--- src/rtl/pc_sequencer_if.sv ---
// pc_sequencer_if: sequencer bus (fetch handshake, datapath handshake, status)
// master = sequencer side, slave = memory/datapath side.
// Macro PC_MISALIGN_TRAP_EN adds trap/trap_pc.
interface pc_sequencer_if;
  logic        run;
  logic        imem_req;
  logic [31:0] imem_addr;
  logic        imem_ack;
  logic [31:0] imem_rdata;
  logic [31:0] instr;
  logic        instr_valid;
  logic        exec_done;
  logic [2:0]  Branch;
  logic        zero;
  logic        less;
  logic [31:0] imm;
  logic [31:0] rs1data;
  logic [31:0] pc;
  logic [31:0] retired;
  logic        fetch_err;
  logic        halted;
`ifdef PC_MISALIGN_TRAP_EN
  logic        trap;
  logic [31:0] trap_pc;
  modport master (
    input  run, imem_ack, imem_rdata, exec_done, Branch, zero, less, imm, rs1data,
    output imem_req, imem_addr, instr, instr_valid, pc, retired, fetch_err, halted, trap, trap_pc
  );
  modport slave (
    output run, imem_ack, imem_rdata, exec_done, Branch, zero, less, imm, rs1data,
    input  imem_req, imem_addr, instr, instr_valid, pc, retired, fetch_err, halted, trap, trap_pc
  );
`else
  modport master (
    input  run, imem_ack, imem_rdata, exec_done, Branch, zero, less, imm, rs1data,
    output imem_req, imem_addr, instr, instr_valid, pc, retired, fetch_err, halted
  );
  modport slave (
    output run, imem_ack, imem_rdata, exec_done, Branch, zero, less, imm, rs1data,
    input  imem_req, imem_addr, instr, instr_valid, pc, retired, fetch_err, halted
  );
`endif
endinterface

--- src/rtl/pc_sequencer.sv ---
// pc_sequencer: multi-cycle fetch/execute/PC-update sequencer owning the PC.
// Ports: clk, rst (async active-high), bus (pc_sequencer_if.master).
// Macro PC_MISALIGN_TRAP_EN: misaligned next PC traps to HALT instead of
// being silently aligned.
module pc_sequencer #(
  parameter logic [31:0] RESET_PC      = 32'h0000_0000,
  parameter int          FETCH_TIMEOUT = 255
) (
  input logic            clk,
  input logic            rst,
  pc_sequencer_if.master bus
);
  typedef enum logic [1:0] {IDLE, FETCH, EXEC, HALT} state_t;
  state_t      r_state;
  logic [31:0] r_pc, r_instr, r_retired;
  logic        r_req, r_valid, r_err, r_halt;
  logic [7:0]  r_wait;
  logic        w_take, w_trap;
  logic [31:0] w_next, w_commit;
`ifdef PC_MISALIGN_TRAP_EN
  logic        r_trap;
  logic [31:0] r_trap_pc;
  assign bus.trap    = r_trap;
  assign bus.trap_pc = r_trap_pc;
  assign w_trap      = |w_next[1:0];
  assign w_commit    = w_next;
`else
  assign w_trap      = 1'b0;
  assign w_commit    = {w_next[31:2], 2'b00};
`endif
  // taken: jal, or a conditional branch whose condition holds
  assign w_take = (bus.Branch == 3'd1) |
                  (bus.Branch == 3'd4 &  bus.zero) | (bus.Branch == 3'd5 & ~bus.zero) |
                  (bus.Branch == 3'd6 &  bus.less) | (bus.Branch == 3'd7 & ~bus.less);
  assign w_next = (bus.Branch == 3'd2) ? ((bus.rs1data + bus.imm) & ~32'd1) :
                  w_take ? r_pc + bus.imm : r_pc + 32'd4;
  assign bus.imem_req    = r_req;
  assign bus.imem_addr   = r_pc;
  assign bus.instr       = r_instr;
  assign bus.instr_valid = r_valid;
  assign bus.pc          = r_pc;
  assign bus.retired     = r_retired;
  assign bus.fetch_err   = r_err;
  assign bus.halted      = r_halt;
  always_ff @(posedge clk or posedge rst) begin
    if (rst) begin
      r_state   <= IDLE;
      r_pc      <= RESET_PC;
      r_instr   <= '0;
      r_retired <= '0;
      r_req     <= 1'b0;
      r_valid   <= 1'b0;
      r_err     <= 1'b0;
      r_halt    <= 1'b0;
      r_wait    <= '0;
`ifdef PC_MISALIGN_TRAP_EN
      r_trap    <= 1'b0;
      r_trap_pc <= '0;
`endif
    end else begin
      case (r_state)
        IDLE: if (bus.run) begin
          r_state <= FETCH;
          r_req   <= 1'b1;
        end
        FETCH: if (bus.imem_ack) begin
          r_instr <= bus.imem_rdata;
          r_wait  <= '0;
          r_req   <= 1'b0;
          r_valid <= 1'b1;
          r_state <= EXEC;
        end else if (r_wait == 8'(FETCH_TIMEOUT - 1)) begin
          r_err   <= 1'b1;
          r_req   <= 1'b0;
          r_halt  <= 1'b1;
          r_state <= HALT;
        end else begin
          r_wait  <= r_wait + 8'd1;
        end
        EXEC: if (bus.exec_done) begin
          r_valid <= 1'b0;
          if (w_trap) begin
`ifdef PC_MISALIGN_TRAP_EN
            r_trap    <= 1'b1;
            r_trap_pc <= w_next;
`endif
            r_halt  <= 1'b1;
            r_state <= HALT;
          end else begin
            r_pc      <= w_commit;
            r_retired <= r_retired + 32'd1;
            r_req     <= bus.run;
            r_state   <= bus.run ? FETCH : IDLE;
          end
        end
        default: r_state <= HALT;
      endcase
    end
  end
endmodule

--- src/flat_wrapper.sv ---
// flat-port wrapper written by rule: the top's interface ports become plain ports
module pc_sequencer_flat 
#(
  parameter logic [31:0] RESET_PC      = 32'h0000_0000,
  parameter int          FETCH_TIMEOUT = 255
)
  (clk, rst, bus_run, bus_imem_ack, bus_imem_rdata, bus_exec_done, bus_Branch, bus_zero, bus_less, bus_imm, bus_rs1data, bus_imem_req, bus_imem_addr, bus_instr, bus_instr_valid, bus_pc, bus_retired, bus_fetch_err, bus_halted);
  pc_sequencer_if bus_i ();
  input logic clk;
  input logic rst;
  input wire logic [$bits(bus_i.run)-1:0] bus_run;
  input wire logic [$bits(bus_i.imem_ack)-1:0] bus_imem_ack;
  input wire logic [$bits(bus_i.imem_rdata)-1:0] bus_imem_rdata;
  input wire logic [$bits(bus_i.exec_done)-1:0] bus_exec_done;
  input wire logic [$bits(bus_i.Branch)-1:0] bus_Branch;
  input wire logic [$bits(bus_i.zero)-1:0] bus_zero;
  input wire logic [$bits(bus_i.less)-1:0] bus_less;
  input wire logic [$bits(bus_i.imm)-1:0] bus_imm;
  input wire logic [$bits(bus_i.rs1data)-1:0] bus_rs1data;
  output wire logic [$bits(bus_i.imem_req)-1:0] bus_imem_req;
  output wire logic [$bits(bus_i.imem_addr)-1:0] bus_imem_addr;
  output wire logic [$bits(bus_i.instr)-1:0] bus_instr;
  output wire logic [$bits(bus_i.instr_valid)-1:0] bus_instr_valid;
  output wire logic [$bits(bus_i.pc)-1:0] bus_pc;
  output wire logic [$bits(bus_i.retired)-1:0] bus_retired;
  output wire logic [$bits(bus_i.fetch_err)-1:0] bus_fetch_err;
  output wire logic [$bits(bus_i.halted)-1:0] bus_halted;
  assign bus_i.run = bus_run;
  assign bus_i.imem_ack = bus_imem_ack;
  assign bus_i.imem_rdata = bus_imem_rdata;
  assign bus_i.exec_done = bus_exec_done;
  assign bus_i.Branch = bus_Branch;
  assign bus_i.zero = bus_zero;
  assign bus_i.less = bus_less;
  assign bus_i.imm = bus_imm;
  assign bus_i.rs1data = bus_rs1data;
  assign bus_imem_req = bus_i.imem_req;
  assign bus_imem_addr = bus_i.imem_addr;
  assign bus_instr = bus_i.instr;
  assign bus_instr_valid = bus_i.instr_valid;
  assign bus_pc = bus_i.pc;
  assign bus_retired = bus_i.retired;
  assign bus_fetch_err = bus_i.fetch_err;
  assign bus_halted = bus_i.halted;
  pc_sequencer #(.RESET_PC(RESET_PC), .FETCH_TIMEOUT(FETCH_TIMEOUT)) u_core (.clk(clk), .rst(rst), .bus(bus_i));
endmodule
--- config.mk ---
export PLATFORM = sky130hd
export DESIGN_NAME = pc_sequencer_flat
export DESIGN_NICKNAME = d
export VERILOG_FILES = /design/src/rtl/pc_sequencer_if.sv /design/src/rtl/pc_sequencer.sv /design/src/flat_wrapper.sv
export SDC_FILE = /design/constraint.sdc
export NUM_CORES = 1
export LEC_CHECK = 0
export ABC_AREA = 1
export CELL_PAD_IN_SITES_DETAIL_PLACEMENT = 1
export CELL_PAD_IN_SITES_GLOBAL_PLACEMENT = 1
export CORE_MARGIN = 2
export CORE_UTILIZATION = 35
export DETAILED_ROUTE_END_ITERATION = 12
export PLACE_DENSITY_LB_ADDON = 0.1
export SLEW_MARGIN = 10
export SYNTH_ARGS = -nofsm -noshare
export SYNTH_HDL_FRONTEND = slang
export SYNTH_SLANG_ARGS = --single-unit
--- constraint.sdc ---
create_clock -name clk -period 4.6 [get_ports clk]
set_input_delay 0.92 -clock clk [delete_from_list [all_inputs] [get_ports clk]]
set_output_delay 0.92 -clock clk [all_outputs]
set_load 0.005 [all_outputs]
==> insert_results.sql <==
INSERT INTO impl_metrics (metric_group, metric, value, unit) VALUES
('clocking', 'clk-insertion-delay-late', '370', 'ps'),
('clocking', 'cts_root_buffer', 'clkbuf_16', ''),
('power', 'power.share.sequential', '29.5', '%'),
('yosys', 'synth_top_cell_area_share', '27.3', '%'),
('floorplan', 'core_region_area', '0.0277', 'sq mm'),
('flow_run', 'max_cap_violations', '0', ''),
('sta', 'tns', '0', 'ps'),
('sta', 'maxSlewHeadroom', '31.5', '%'),
('clocking', 'post_cts_buffers', '0', ''),
('sta', 'grt_setup_unrepaired', 'false', ''),
('drt', 'detail_route.iter0.violations', '448', ''),
('floorplan', 'i_o_pin_total', '238', ''),
('sta', 'max_slew.worst_pin.slew', '1020', 'ps'),
('grt', 'grt_use_total', '24.1', '%'),
('floorplan', 'fp.dieH', '171', 'um'),
('place', 'dp.cells', '2191', ''),
('yosys', 'yosysWarningCount', '0', ''),
('clocking', 'cts_tree', 'yes', ''),
('floorplan', 'die_w', '171', 'um'),
('drt', 'drt_pass1_iterations', '5', ''),
('final_layout', 'final_cell_area', '0.0126', 'sq mm'),
('power', 'power.static_leakage', '7.15', 'nW'),
('sta', 'final_max_slew_viol_count', '0', ''),
('yosys', 'netlist_top_cells_count', 'nand2_1 (683), inv_1 (283), nor2_1 (129)', ''),
('yosys', 'netlist_area', '0.00982', 'sq mm'),
('drt', 'route.detailed.vias_per_inst', '4.72', ''),
('power', 'power.density', '418', 'mW/mm^2'),
('place', 'globalplace.congestion', '0.902', ''),
('worst_setup_path', 'cp_data_required_time', '4860', 'ps'),
('final_layout', 'antenna_cells', '0', ''),
('floorplan', 'total_die_area', '0.0294', 'sq mm'),
('outcome', 'run_status', 'finished, final reports clean', ''),
('drt', 'final_antenna_net_count', '0', ''),
('grt', 'grt_antenna_before_repair', '0', ''),
('worst_setup_path', 'criticalPathCategory', 'input pin to flop', ''),
('clocking', 'cts.path.max_buffers', '2', ''),
('yosys', 'synth.yosys.seq_area_share', '27.3', '%'),
('drt', 'routed_wl_per_cell', '15.8', 'um'),
('clocking', 'clkTransAtPathRegs', '80', 'ps'),
('worst_setup_path', 'critical_path_arrival', '4220', 'ps'),
('final_layout', 'nNetsFinal', '1993', ''),
('worst_setup_path', 'path_max_fanout', '21', ''),
('drt', 'vias', '10400', ''),
('power', 'power.share.combinational', '55.1', '%'),
('min_path', 'timing.hold.worst_path_depth', '1', ''),
('yosys', 'netlist.top_cell.by_area', 'dfrtp_1', ''),
('power', 'power.share.switching', '42.9', '%'),
('final_layout', 'postLayoutCoreUtil', '45.6', '%'),
('yosys', 'synth-main-ff-cell', 'dfrtp_1', ''),
('sta', 'period_needed', '3970', 'ps'),
('power', 'vdd_drop_max', '255', 'uV'),
('sta', 'setup_viol', '0', ''),
('grt', 'global_route_overflow', '0', ''),
('clocking', 'cts_hold_repair_buffers', '0', ''),
('yosys', 'synth-edff-count', '0', ''),
('yosys', 'syn-instance-count', '1627', ''),
('power', 'clock_network_fraction_of_design_power', '15.3', '%'),
('clocking', 'cts.htree.levels', '3', ''),
('place', 'place.port_buffers', '233', ''),
('worst_setup_path', 'crit_path_start_kind', 'input pin', ''),
('yosys', 'ys_seq_elements', '107', ''),
('final_layout', 'fin_cells', '2207', ''),
('grt', 'wire_length_of_the_first_global_routing_pass', '56000', 'um'),
('drt', 'postRouteWirelength', '35000', 'um'),
('sta', 'finalCritPeriodShare', '86.2', '%'),
('sta', 'finClkSkew', '19.0', 'ps'),
('yosys', 'yosysUniqueCellTypes', '42', ''),
('grt', 'via_count_of_the_first_global_routing_pass', '10800', ''),
('final_layout', 'layout-drive-gt1-share', '2.35', '%'),
('power', 'net_switching_component_of_the_power', '2.27', 'mW'),
('power', 'power_report.internal_total', '3.02', 'mW');
## routing by layer
| layer | global-route usage [%] | up-vias | part of all wire, % |
|---|---|---|---|
| met3 | 4.76 | 28 | 5.1 |
| li1 | - | 5296 | - |
| met4 | 4.94 | 0 | 1.3 |
| met1 | 31.5 | 4883 | 46 |
| met5 | 0 | - | 0 |
| met2 | 41.2 | 207 | 47 |
## metrics by stage
stage	hold WS (ps)	worst slack (ps)	power [mW]
floorplan	465	863	3.16
global placement	458	431	4.44
detailed placement	460	335	4.51
CTS	477	681	5.36
global route	492	364	5.77
finish	473	635	5.29
## final timing paths
check	startpoint	to	slack, ps
max	bus_Branch[0]	u_core.bus.imem_addr[17]$_DFFE_PP0P_	630
max reg2reg	u_core.bus.imem_addr[15]$_DFFE_PP0P_	u_core.bus.imem_addr[17]$_DFFE_PP0P_	2250
min	u_core.bus.retired[31]$_DFFE_PP0P_	u_core.bus.retired[31]$_DFFE_PP0P_	470
min in group asynchronous	rst	u_core.bus.instr[24]$_DFFE_PP0P_	990
max in group asynchronous	rst	u_core.bus.imem_addr[26]$_DFFE_PP0P_	2730
min reg2reg	u_core.bus.retired[31]$_DFFE_PP0P_	u_core.bus.retired[31]$_DFFE_PP0P_	470
## placed cells by master (no fill, tap or decap), types with 5 or more instances in the layout
master	n
buf_4	6
nor3_1	8
nand2_1	683
nor2_1	129
nand3b_1	12
a21oi_1	55
clkdlybuf4s50_1	233
inv_1	282
ha_1	62
dfrtp_1	107
xnor2_1	12
xor2_1	33
o21ai_0	28
nand4_1	10
or2_2	5
clkbuf_16	9
nand3_1	97
o21bai_1	6
## worst max-delay path, stage by stage
cell and delay (ps):
clkdlybuf4s50_1 580, nand3_1 110, nand3_1 90, nand2_1 110, inv_1 220, buf_4 330, nor2_1 90, ha_1 360
nand2_1 130, nor2_1 330, inv_1 100, o21bai_1 280, inv_1 90, o21ai_0 110, nand2_1 80, nand3_1 80
nand2_1 70, nand2_1 70, nand2_1 50
## layout make-up
type	count	area (sq um)
fillers	3774	15100
multi-input cells	1180	5740
flip-flops and latches	107	2680
repair buffers	239	2380
inverters	287	1080
well taps	378	473
clock buffers	10	229
clock inverters	6	67.6
## state kept, by name (all words and copies together), names as in the netlist
signal,cells
u_core.bus.instr,32
u_core.bus.retired,32
u_core.bus.imem_addr,30
u_core.r_wait,8
u_core.r_state,2
u_core.bus.fetch_err,1
u_core.bus.imem_req,1
u_core.bus.instr_valid,1
## power groups by stage
stage | Combinational (mW) | Sequential (mW) | Clock (mW)
global placement | 2.86 | 1.58 | 0
global route | 3.29 | 1.61 | 0.870
CTS | 2.94 | 1.57 | 0.837
detailed placement | 2.93 | 1.58 | 0
floorplan | 1.66 | 1.50 | 0
finish | 2.92 | 1.56 | 0.811
## kinds of logic after synthesis
logic type      count (synthesis)  synth area share, %
compound gates                105                 5.84
simple gates                  963                 40.3
other cells                     1               0.0382
flops                         107                 27.3
buf+inv                       343                 14.5
fa+ha+maj                      63                 8.11
xor+xnor                       45                 4.01
No activity file was read; power rests on OpenSTA's default activity.
